$ cat config.mk
export PLATFORM = sky130hd
export DESIGN_NAME = risc_dof
export DESIGN_NICKNAME = d
export VERILOG_FILES = /design/src/rtl/risc_pkg.sv /design/src/rtl/risc_dof_regfile.sv /design/src/rtl/risc_dof.sv
export SDC_FILE = /design/constraint.sdc
export NUM_CORES = 2
export LEC_CHECK = 0
export CAP_MARGIN = 5
export CELL_PAD_IN_SITES_DETAIL_PLACEMENT = 0
export CELL_PAD_IN_SITES_GLOBAL_PLACEMENT = 2
export CORE_MARGIN = 5
export CORE_UTILIZATION = 37
export DETAILED_ROUTE_END_ITERATION = 12
export HOLD_SLACK_MARGIN = 0.1
export PLACE_DENSITY_LB_ADDON = 0.1
export SYNTH_ARGS = -nofsm -noshare
export SYNTH_HDL_FRONTEND = slang
export SYNTH_HIERARCHICAL = 1
export SYNTH_SLANG_ARGS = --single-unit
export TNS_END_PERCENT = 5
$ cat constraint.sdc
create_clock -name clk -period 2.7 [get_ports clk]
set_clock_uncertainty 0.05 [all_clocks]
set_input_delay 0.405 -clock clk [delete_from_list [all_inputs] [get_ports clk]]
set_output_delay 0.405 -clock clk [all_outputs]
set_load 0.02 [all_outputs]
$ cat src/rtl/risc_pkg.sv
// risc_pkg: shared definitions for the DOF stage of the 4-stage RISC pipeline.
//   - fixed datapath widths
//   - opcode constants
//   - FS (function select), BS (branch select) and MD (mux D) encodings
//   - packed control word ctrl_t and the opcode decoder
//   - register-usage helpers used by the hazard detector
package risc_pkg;

  localparam int DATA_W = 32;
  localparam int REG_AW = 5;
  localparam int OP_W   = 7;

  localparam logic [OP_W-1:0] OP_NOP = 7'b0000000;
  localparam logic [OP_W-1:0] OP_ADD = 7'b0000010;
  localparam logic [OP_W-1:0] OP_SUB = 7'b0000101;
  localparam logic [OP_W-1:0] OP_AND = 7'b0001000;
  localparam logic [OP_W-1:0] OP_OR  = 7'b0001010;
  localparam logic [OP_W-1:0] OP_XOR = 7'b0001100;
  localparam logic [OP_W-1:0] OP_SLT = 7'b1100101;
  localparam logic [OP_W-1:0] OP_ADI = 7'b0100010;
  localparam logic [OP_W-1:0] OP_SBI = 7'b0100101;
  localparam logic [OP_W-1:0] OP_ANI = 7'b0101000;
  localparam logic [OP_W-1:0] OP_ORI = 7'b0101010;
  localparam logic [OP_W-1:0] OP_XRI = 7'b0101100;
  localparam logic [OP_W-1:0] OP_AIU = 7'b1100010;
  localparam logic [OP_W-1:0] OP_SIU = 7'b1000101;
  localparam logic [OP_W-1:0] OP_NOT = 7'b0101110;
  localparam logic [OP_W-1:0] OP_MOV = 7'b1000000;
  localparam logic [OP_W-1:0] OP_LSL = 7'b0110000;
  localparam logic [OP_W-1:0] OP_LSR = 7'b0110001;
  localparam logic [OP_W-1:0] OP_LD  = 7'b0100001;
  localparam logic [OP_W-1:0] OP_ST  = 7'b0000001;
  localparam logic [OP_W-1:0] OP_JMR = 7'b1100001;
  localparam logic [OP_W-1:0] OP_BZ  = 7'b0100000;
  localparam logic [OP_W-1:0] OP_BNZ = 7'b1100000;
  localparam logic [OP_W-1:0] OP_JMP = 7'b1000100;
  localparam logic [OP_W-1:0] OP_JML = 7'b0000111;

  localparam logic [4:0] FS_PASSA = 5'd0;
  localparam logic [4:0] FS_ADD   = 5'd2;
  localparam logic [4:0] FS_SUB   = 5'd5;
  localparam logic [4:0] FS_AND   = 5'd8;
  localparam logic [4:0] FS_OR    = 5'd10;
  localparam logic [4:0] FS_XOR   = 5'd12;
  localparam logic [4:0] FS_NOT   = 5'd14;
  localparam logic [4:0] FS_LSL   = 5'd16;
  localparam logic [4:0] FS_LSR   = 5'd17;

  localparam logic [1:0] BS_INC  = 2'b00;
  localparam logic [1:0] BS_COND = 2'b01;
  localparam logic [1:0] BS_JMR  = 2'b10;
  localparam logic [1:0] BS_JUMP = 2'b11;

  localparam logic [1:0] MD_ALU = 2'b00;
  localparam logic [1:0] MD_MEM = 2'b01;
  localparam logic [1:0] MD_SLT = 2'b10;

  typedef struct packed {
    logic       rw;
    logic [1:0] md;
    logic [1:0] bs;
    logic       ps;
    logic       mw;
    logic [4:0] fs;
    logic       ma;
    logic       mb;
    logic       cs;
  } ctrl_t;

  // Undefined opcodes fall through to the all-zero word, identical to NOP.
  function automatic ctrl_t decode(input logic [OP_W-1:0] op);
    ctrl_t c;
    c = '0;
    case (op)
      OP_ADD: begin c.rw = 1'b1; c.fs = FS_ADD; end
      OP_SUB: begin c.rw = 1'b1; c.fs = FS_SUB; end
      OP_AND: begin c.rw = 1'b1; c.fs = FS_AND; end
      OP_OR:  begin c.rw = 1'b1; c.fs = FS_OR;  end
      OP_XOR: begin c.rw = 1'b1; c.fs = FS_XOR; end
      OP_SLT: begin c.rw = 1'b1; c.fs = FS_SUB; c.md = MD_SLT; end
      OP_ADI: begin c.rw = 1'b1; c.fs = FS_ADD; c.mb = 1'b1; c.cs = 1'b1; end
      OP_SBI: begin c.rw = 1'b1; c.fs = FS_SUB; c.mb = 1'b1; c.cs = 1'b1; end
      OP_ANI: begin c.rw = 1'b1; c.fs = FS_AND; c.mb = 1'b1; end
      OP_ORI: begin c.rw = 1'b1; c.fs = FS_OR;  c.mb = 1'b1; end
      OP_XRI: begin c.rw = 1'b1; c.fs = FS_XOR; c.mb = 1'b1; end
      OP_AIU: begin c.rw = 1'b1; c.fs = FS_ADD; c.mb = 1'b1; end
      OP_SIU: begin c.rw = 1'b1; c.fs = FS_SUB; c.mb = 1'b1; end
      OP_NOT: begin c.rw = 1'b1; c.fs = FS_NOT; end
      OP_MOV: begin c.rw = 1'b1; c.fs = FS_PASSA; end
      OP_LSL: begin c.rw = 1'b1; c.fs = FS_LSL; end
      OP_LSR: begin c.rw = 1'b1; c.fs = FS_LSR; end
      OP_LD:  begin c.rw = 1'b1; c.md = MD_MEM; c.fs = FS_PASSA; end
      OP_ST:  begin c.mw = 1'b1; end
      OP_JMR: begin c.bs = BS_JMR; end
      OP_BZ:  begin c.bs = BS_COND; c.ps = 1'b0; end
      OP_BNZ: begin c.bs = BS_COND; c.ps = 1'b1; end
      OP_JMP: begin c.bs = BS_JUMP; end
      OP_JML: begin c.bs = BS_JUMP; c.rw = 1'b1; c.ma = 1'b1; c.fs = FS_PASSA; end
      default: c = '0;
    endcase
    return c;
  endfunction

  // Every defined opcode other than NOP decodes to a nonzero word, so an
  // all-zero word identifies NOP and undefined opcodes alike.
  function automatic logic sa_used(input logic [OP_W-1:0] op);
    ctrl_t c;
    c = decode(op);
    return !(c.ma || (op == OP_JMP) || (c == '0));
  endfunction

  function automatic logic sb_used(input logic [OP_W-1:0] op);
    case (op)
      OP_ADD, OP_SUB, OP_AND, OP_OR, OP_XOR, OP_SLT, OP_ST: return 1'b1;
      default:                                              return 1'b0;
    endcase
  endfunction

endpackage

$ cat src/rtl/risc_dof_regfile.sv
// risc_dof_regfile: 32 x 32-bit register file, two combinational read ports,
// one write port. R0 reads as zero and ignores writes. A write in flight is
// forwarded to a read of the same (nonzero) register in the same cycle.
// Ports:
//   clk, reset        : clock, synchronous active-high clear of all registers
//   rw, wa, wd        : write enable, write address, write data
//   a_addr / a_data   : read port A
//   b_addr / b_data   : read port B
module risc_dof_regfile
  import risc_pkg::*;
(
  input  logic              clk,
  input  logic              reset,
  input  logic              rw,
  input  logic [REG_AW-1:0] wa,
  input  logic [DATA_W-1:0] wd,
  input  logic [REG_AW-1:0] a_addr,
  input  logic [REG_AW-1:0] b_addr,
  output logic [DATA_W-1:0] a_data,
  output logic [DATA_W-1:0] b_data
);

  logic [DATA_W-1:0] regs [32];

  always_ff @(posedge clk) begin
    if (reset) begin
      for (int i = 0; i < 32; i++) regs[i] <= '0;
    end else if (rw && (wa != '0)) begin
      regs[wa] <= wd;
    end
  end

  always_comb begin
    a_data = regs[a_addr];
    if (a_addr == '0)                 a_data = '0;
    else if (rw && (wa == a_addr))    a_data = wd;
  end

  always_comb begin
    b_data = regs[b_addr];
    if (b_addr == '0)                 b_data = '0;
    else if (rw && (wa == b_addr))    b_data = wd;
  end

endmodule

$ cat src/rtl/risc_dof.sv
// risc_dof: decode-and-operand-fetch stage (IF -> DOF -> EX -> WB).
// Decodes IF_DOF_IR, reads operands from the register file (with write-back
// bypass), forms the branch target NPC + sext(IM) and registers the result
// into the DOF/EX pipeline register (1-cycle latency).
// Ports:
//   clk, reset                    : clock, synchronous active-high reset
//   IF_DOF_PC/NPC/IR              : IF/DOF pipeline register
//   WB_RW, WB_DA, WB_BUS_D        : register-file write-back port
//   DOF_STALL                     : IF must hold its outputs this cycle
//   DOF_EX_*                      : DOF/EX pipeline register
// Build option:
//   RISC_DOF_HAZARD_STALL_EN      : enables the RUN/STALL hazard FSM; without
//                                   it DOF_STALL is 0 and software spaces
//                                   dependent instructions with NOPs.
module risc_dof
  import risc_pkg::*;
(
  input  logic              clk,
  input  logic              reset,
  input  logic [DATA_W-1:0] IF_DOF_PC,
  input  logic [DATA_W-1:0] IF_DOF_NPC,
  input  logic [DATA_W-1:0] IF_DOF_IR,
  input  logic              WB_RW,
  input  logic [REG_AW-1:0] WB_DA,
  input  logic [DATA_W-1:0] WB_BUS_D,
  output logic              DOF_STALL,
  output logic [DATA_W-1:0] DOF_EX_PC,
  output logic              DOF_EX_RW,
  output logic              DOF_EX_MW,
  output logic              DOF_EX_PS,
  output logic [1:0]        DOF_EX_MD,
  output logic [1:0]        DOF_EX_BS,
  output logic [4:0]        DOF_EX_FS,
  output logic [REG_AW-1:0] DOF_EX_DA,
  output logic [4:0]        DOF_EX_SH,
  output logic [DATA_W-1:0] DOF_EX_BUS_A,
  output logic [DATA_W-1:0] DOF_EX_BUS_B,
  output logic [DATA_W-1:0] DOF_EX_BrA
);

  // ---- p0: decode and operand fetch ----
  logic [OP_W-1:0]   op_p0;
  logic [REG_AW-1:0] da_p0, sa_p0, sb_p0;
  logic [14:0]       im_p0;
  logic [4:0]        sh_p0;
  ctrl_t             ctrl_p0;
  logic [DATA_W-1:0] rd_a_p0, rd_b_p0;
  logic signed [DATA_W-1:0] im_sext_p0;
  logic [DATA_W-1:0] im_zext_p0;
  logic [DATA_W-1:0] bus_a_p0, bus_b_p0, bra_p0;
  logic              bubble_p0;

  assign op_p0   = IF_DOF_IR[31:25];
  assign da_p0   = IF_DOF_IR[24:20];
  assign sa_p0   = IF_DOF_IR[19:15];
  assign sb_p0   = IF_DOF_IR[14:10];
  assign im_p0   = IF_DOF_IR[14:0];
  assign sh_p0   = IF_DOF_IR[4:0];
  assign ctrl_p0 = decode(op_p0);

  risc_dof_regfile u_regfile (
    .clk    (clk),
    .reset  (reset),
    .rw     (WB_RW),
    .wa     (WB_DA),
    .wd     (WB_BUS_D),
    .a_addr (sa_p0),
    .b_addr (sb_p0),
    .a_data (rd_a_p0),
    .b_data (rd_b_p0)
  );

  assign im_sext_p0 = {{(DATA_W-15){im_p0[14]}}, im_p0};
  assign im_zext_p0 = {{(DATA_W-15){1'b0}}, im_p0};
  assign bus_a_p0   = ctrl_p0.ma ? IF_DOF_NPC : rd_a_p0;
  assign bus_b_p0   = !ctrl_p0.mb ? rd_b_p0 :
                      (ctrl_p0.cs ? im_sext_p0 : im_zext_p0);
  assign bra_p0     = IF_DOF_NPC + im_sext_p0;

  logic              rw_p1, mw_p1, ps_p1;
  logic [1:0]        md_p1, bs_p1;
  logic [4:0]        fs_p1, sh_p1;
  logic [REG_AW-1:0] da_p1;
  logic [DATA_W-1:0] pc_p1, bus_a_p1, bus_b_p1, bra_p1;

`ifdef RISC_DOF_HAZARD_STALL_EN
  localparam logic [0:0] ST_RUN   = 1'b0;
  localparam logic [0:0] ST_STALL = 1'b1;

  logic [0:0] state;
  logic       hazard_p0;

  // Only checked in RUN: after one bubble the producer has reached WB and
  // the bypass covers it, so the held instruction always issues from STALL.
  always_comb begin
    hazard_p0 = 1'b0;
    if ((state == ST_RUN) && rw_p1 && (da_p1 != '0))
      hazard_p0 = (sa_used(op_p0) && (da_p1 == sa_p0)) ||
                  (sb_used(op_p0) && (da_p1 == sb_p0));
  end

  always_ff @(posedge clk) begin
    if (reset)                                state <= ST_RUN;
    else if ((state == ST_RUN) && hazard_p0)  state <= ST_STALL;
    else                                      state <= ST_RUN;
  end

  assign DOF_STALL = hazard_p0;
  assign bubble_p0 = hazard_p0;
`else
  assign DOF_STALL = 1'b0;
  assign bubble_p0 = 1'b0;
`endif

  // ---- p1: DOF/EX pipeline register ----
  always_ff @(posedge clk) begin
    if (reset) begin
      rw_p1    <= 1'b0;
      mw_p1    <= 1'b0;
      ps_p1    <= 1'b0;
      md_p1    <= '0;
      bs_p1    <= '0;
      fs_p1    <= '0;
      sh_p1    <= '0;
      da_p1    <= '0;
      pc_p1    <= '0;
      bus_a_p1 <= '0;
      bus_b_p1 <= '0;
      bra_p1   <= '0;
    end else begin
      rw_p1    <= bubble_p0 ? 1'b0 : ctrl_p0.rw;
      mw_p1    <= bubble_p0 ? 1'b0 : ctrl_p0.mw;
      ps_p1    <= bubble_p0 ? 1'b0 : ctrl_p0.ps;
      md_p1    <= bubble_p0 ? 2'b00 : ctrl_p0.md;
      bs_p1    <= bubble_p0 ? 2'b00 : ctrl_p0.bs;
      fs_p1    <= bubble_p0 ? 5'd0 : ctrl_p0.fs;
      sh_p1    <= sh_p0;
      da_p1    <= da_p0;
      pc_p1    <= IF_DOF_PC;
      bus_a_p1 <= bus_a_p0;
      bus_b_p1 <= bus_b_p0;
      bra_p1   <= bra_p0;
    end
  end

  assign DOF_EX_PC    = pc_p1;
  assign DOF_EX_RW    = rw_p1;
  assign DOF_EX_MW    = mw_p1;
  assign DOF_EX_PS    = ps_p1;
  assign DOF_EX_MD    = md_p1;
  assign DOF_EX_BS    = bs_p1;
  assign DOF_EX_FS    = fs_p1;
  assign DOF_EX_DA    = da_p1;
  assign DOF_EX_SH    = sh_p1;
  assign DOF_EX_BUS_A = bus_a_p1;
  assign DOF_EX_BUS_B = bus_b_p1;
  assign DOF_EX_BrA   = bra_p1;

endmodule

Word-level counts from Yosys, hierarchy flattened
Memories as Yosys holds them, arrays and structs flattened.
Index checks and enable logic that the tools add are counted.
- bits in writable memories: 1024
- bits in registers: 150
- input bits: 136
- output and inout bits: 151
- latch bits: 0
- memory bits (read-only): 0
- word-level logic and storage cells: 81
- memories: 1
- muxes and demuxes: 24
- reduce and logical (&&, ||, !) cells: 17
- bitwise logic cells: 0
- eq/ne operators: 26
- shift-type cells: 0
- $mul: 0
- magnitude comparators: 0
- add/subtract/negate cells: 1
- div/mod/pow operators: 0
- memory list (memory ; words ; width ; read ports ; clocked after Yosys merged registers in ; wr ports ; RTL line ; RTL):
    u_regfile.regs ; 32 ; 32 ; 2 ; 0 ; 32 ; risc_dof_regfile.sv:23 ; logic [DATA_W-1:0] regs [32];
- operator list (operator ; count):
    2-to-1 mux 32 bit ; 8
    == test 7 x 6 -> 1 bit, second input constant ; 10
    == test 7 bit, second input constant ; 7
    case mux 5 bit (8 select lines) ; 1
    adder 32 bit ; 1
    OR reduction 32 bit ; 1
    == test 7 x 4 -> 1 bit, second input constant ; 3
    OR reduction 19 bit ; 1
    == test 7 x 3 -> 1 bit, second input constant ; 2
    2-to-1 mux 1 bit ; 12
    OR reduction 2 bit ; 6
    == test 5 bit ; 2
    zero test 5 bit ; 2
    == test 7 x 1 -> 1 bit, second input constant ; 1
    == test 7 x 2 -> 1 bit, second input constant ; 1
    OR reduction 7 bit ; 1
    case mux 2 bit (3 select lines) ; 1
    2-to-1 mux 5 bit ; 1
    nonzero test 5 bit ; 1
    case mux 2 bit (2 select lines) ; 1
    OR reduction 4 bit ; 1
    logical AND 1 bit ; 3
    OR reduction 3 bit ; 1

Longest topological paths before layout
- depth after elaboration: 7
- depth in mapped cells: 12
- depth with buffers taken out: 9

Hierarchy
Netlist, hierarchy kept.
- by module, submodules not included (module ; instances ; cells an instance ; sequential area each (sq um) ; area each (sq um)):
    risc_dof_regfile ; 1 ; 3740 ; 30749.5 ; 54722.5
    risc_dof ; 1 ; 746 ; 3002.9 ; 6523.8

Least setup slack after synthesis
OpenSTA, ideal clock, no wires.
- kind: input to register
- from: in IF_DOF_NPC[0]
- to: reg bra_p1[26] (netlist: DOF_EX_BrA[26])
- setup time: 0.121 ns
- arrival time: 2.457 ns
- stages on the path: 9
- path buffers: 0
- setup slack: 0.072 ns
- required time: 2.529 ns
- cells stage by stage: ha_1 > fa_1 > a21oi_1 > o211a_1 > nand4bb_4 > and3_4 > o21bai_1 > a221oi_2 > mux2_4
- cells in the longest elaborated chain, start to end: 1
- RTL lines (what ; RTL line ; RTL):
    start: declaration ; risc_dof.sv:21 ; input logic [DATA_W-1:0] IF_DOF_NPC,
    adder 32 bit ; risc_dof.sv:78 ; assign bra_p0 = IF_DOF_NPC + im_sext_p0;
    end signal: assignment ; risc_dof.sv:142 ; bra_p1 <= bra_p0;
    end: declaration ; risc_dof.sv:84 ; logic [DATA_W-1:0] pc_p1, bus_a_p1, bus_b_p1, bra_p1;
No other way between the ends.
A chain may end at the register's enable or synchronous reset.

==> impl_results.md <==
* Startpoint types: flip-flop
* Worst setup path class: reg -> reg
* Fillcell total at 14532
* Fraction of layout cells with a size suffix above 1 at 28.2%
* R2R setup slack at 110 ps
* FMAX at 387 MHz
* Routed vias/inst at 5.89
* Pin slew with the least headroom to its limit at 1050 ps
* Initial Util at 37.2%
* Psw at 12900 µW
* RePlAce Congestion at 0.913
* Die area at 174000 µm²
* Type of the worst min-delay path: in -> reg
* Syn Inst Count at 4486
* Commonest non-fill, non-tap cell in the layout: edfxtp_1
* Critical Path RT at 3310 ps
* Worst vdd ir at 0.000664 V
* Final setup TNS at 0 ps
* Critical path cell sequence: mux4_2 > a22o_1 > a2111oi_0 > buf_4 > a21oi_1 > a22o_1 > nand2_1 > a21oi_1
* FF-to-FF path depth at 8
* Outcome: finished clean
* Post-layout instance area at 78900 µm²
* Drt wl/cell at 36.2 µm
* Critical path origin: u_regfile/regs[13][14]$_SDFFCE_PN0P_
* Crit-path max cell delay at 480 ps
* Placeable core area at 165000 µm²
* Syn_area_per_cell at 13.7 µm²
* CP endpoint kind: flip-flop
* Initial antenna violation count at 33
* Commonest cells after routing, fill and taps aside: 1024 x edfxtp_1, 995 x and2_1, 600 x buf_4
* Placed Area at 73800 µm²
* Final setup viols at 0
* Part of the power in registers at 43.9%
* PD cells at 617 nW/µm²
* Hold path depth at 2
* Worst-Skew Late Latency at 800 ps
* Maximum root-to-sink buffer count at 3
* Largest net degree at the start of global routing at 74
* Post-synth EDFFs at 1024
* Area share of the largest cell type after synthesis at 50.2%
* Mapped Area at 61200 µm²
* Area grow syn2layout at 28.8%
* Slowest cell on the critical path: mux4_2
* Gr ovfl total at 0
* CTS tree: built
* DRT Wirelength at 276000 µm
* Unique cell type count in the Yosys netlist at 79
* Max-cap violations at 0
* Reg2reg end: DOF_EX_BUS_A[14]$_SDFF_PP0_
* Yosys warning total at 6
* RSZ-0062 raised after global routing: false
* Area occupied by multi-input gates at 26000 µm²
* Fin. Hold Viols at 0
* Seq/Total Area, Yosys at 55.1%
* #FFs+latches synth at 1174
* Die Width at 417 µm
* DIE HEIGHT at 417 µm
* First-pass GRT wire length at 376000 µm
* Final worst-path cycle share at 95.8%
* Port Buf Inserts at 285
* Switching power share of the total at 26.6%
* Async set-reset flop share out of synthesis at 0%
* Worst rel slew slack at 29.9%
* Post-CTS Setup Bufs at 0
* Worst Path Max Fanout at 2
* Num CTS Buffers at 144
* Worst path arrival time at 3200 ps
* Post-route DRC at 0
* Pre-antenna DRT Iters at 6
* Pint at 35700 µW
* Final Max Tran Viols at 0
* DRT antenna net count at 0
* CTS Hold Bufs at 35
* Dpl hpwl at 192000 µm
* Initial DRC count at 5323
* Top-level port count at 287
* R2R Path Start: u_regfile/regs[13][14]$_SDFFCE_PN0P_
* NumNets Final at 5487
* CTS sink cnt at 1174
* Clk root buf: clkbuf_16
* Leading area contributor after synthesis: edfxtp_1
* Via count at 44970
* Number of global-route vias before repair at 44821
* Synth top area cells: edfxtp_1 50%, mux4_2 14%, and2_1 10%
* Logic pwr share at 16.0%
* Reg area at 33800 µm²
* Worst-path clk slew at 60 ps
* Post_cts resized at 0
* H-Tree Depth at 4
* Row count at 149
* Clk network pwr share at 40.1%
* Tot GR Track Use at 31.2%
* Tmin final at 2590 ps
* Worst Setup EP: DOF_EX_BUS_A[14]$_SDFF_PP0_
* Top_reg_cell synth: edfxtp_1
* Lkg Pwr at 0.0294 µW
[power groups by stage]
stage | Clock (µW) | Sequential, µW | Combinational [µW]
6_report | 19500 | 21300 | 7800
3_3_place_gp | 0 | 21600 | 7700
4_1_cts | 19800 | 21300 | 7740
2_1_floorplan | 0 | 21700 | 3420
5_1_grt | 20600 | 21400 | 8080
3_5_place_dp | 0 | 21700 | 7680
[routing by layer]
| metal | global-route usage [%] | share of wire [%] | vias to the layer above |
|---|---|---|---|
| met2 | 50.0 | 46 | 2499 |
| met1 | 41.9 | 41 | 23188 |
| li1 | - | - | 18732 |
| met5 | 0 | 0.016 | - |
| met3 | 6.36 | 8.7 | 545 |
| met4 | 12.0 | 4.4 | 6 |
[sequential cells by signal (all words and copies together), names as in the netlist, 5 cells and up]
register        count
DOF_EX_SH           5
DOF_EX_BrA         32
DOF_EX_DA           5
DOF_EX_BUS_A       32
u_regfile/regs   1024
DOF_EX_FS           5
DOF_EX_PC          32
DOF_EX_BUS_B       32
[how the worst min path moves through the flow]
stage	startpoint	end
after global placement	reset	DOF_EX_PC[27]$_SDFF_PP0_
after floorplan	IF_DOF_IR[20]	DOF_EX_DA[0]$_SDFF_PP0_
after global routing	IF_DOF_PC[27]	DOF_EX_PC[27]$_SDFF_PP0_
after detailed placement	reset	DOF_EX_PC[23]$_SDFF_PP0_
after CTS	IF_DOF_PC[27]	DOF_EX_PC[27]$_SDFF_PP0_
final	IF_DOF_PC[13]	DOF_EX_PC[13]$_SDFF_PP0_
[cell families (layout without fill, tap and decap cells)]
family / count (synthesis) / after routing / synth area share [%]
XOR/XNOR: 33 / 33 / 0.472
adder cells (fa/ha/maj): 32 / 32 / 0.666
AND/OR/NAND/NOR: 1441 / 1441 / 13.7
flip-flops: 1174 / 1174 / 55.1
buffers and inverters: 469 / 1390 / 3.23
other: 2 / 44 / 0.0123
AO/OA/AOI/OAI: 641 / 641 / 7.51
multiplexers: 694 / 694 / 19.3
[critical path: cells and delay by family, from the launching register on]
kind	cells	cell delay, ps
buffers and inverters	1	180
AO/OA/AOI/OAI	5	1230
AND/OR/NAND/NOR	1	120
multiplexers	1	480
flip-flops	1	400
[synth_stat cells, types with 5 or more instances]
library cell and count:
buf_1 17, a211oi_1 9, or2_2 34, o22ai_1 42, clkbuf_1 338, nand2_1 147, o21ai_0 30, ha_1 31
a32oi_1 9, buf_4 23, xor2_1 8, o221a_2 18, buf_6 5, mux2_2 7, a22oi_1 133, a21oi_1 171
a22o_1 55, o221ai_1 42, nand3_1 18, mux2i_1 296, xnor2_1 25, nor2b_1 58, nor3_1 15, mux4_2 388
o21bai_1 9, a221o_1 13, o211ai_1 11, edfxtp_1 1024, buf_2 75, nand3b_1 6, inv_1 11, nor2_1 114
a21o_1 14, dfxtp_1 150, or3_1 6, a2111oi_0 25, a31oi_1 17, and2_1 995, nand4_1 13, nand2b_1 10
[cell type report]
type                    count  share of cell area (%)
well taps                2189                    3.47
clock inverters            76                   0.882
inverters                  11                  0.0524
multi-input cells        2874                    32.9
flip-flops and latches   1174                    42.8
repair buffers           1114                    14.8
diodes                     11                  0.0349
clock buffers             189                    5.10
[per-stage QoR]
| step | instances | util, % | worst slack [ps] | power [µW] | hold slack [ps] |
|---|---|---|---|---|---|
| floorplan | 4517 | - | 71.5 | 25100 | 483 |
| global placement | 7327 | 44.8 | -597 | 29300 | 718 |
| detailed placement | 7327 | 44.8 | -542 | 29400 | 716 |
| CTS | 7627 | 47.8 | 174 | 48900 | 106 |
| global route | 7629 | 47.8 | 23.6 | 50100 | 130 |
| finish | 7638 | 47.9 | 114 | 48600 | 158 |
No activity file was read; power rests on OpenSTA's default activity.
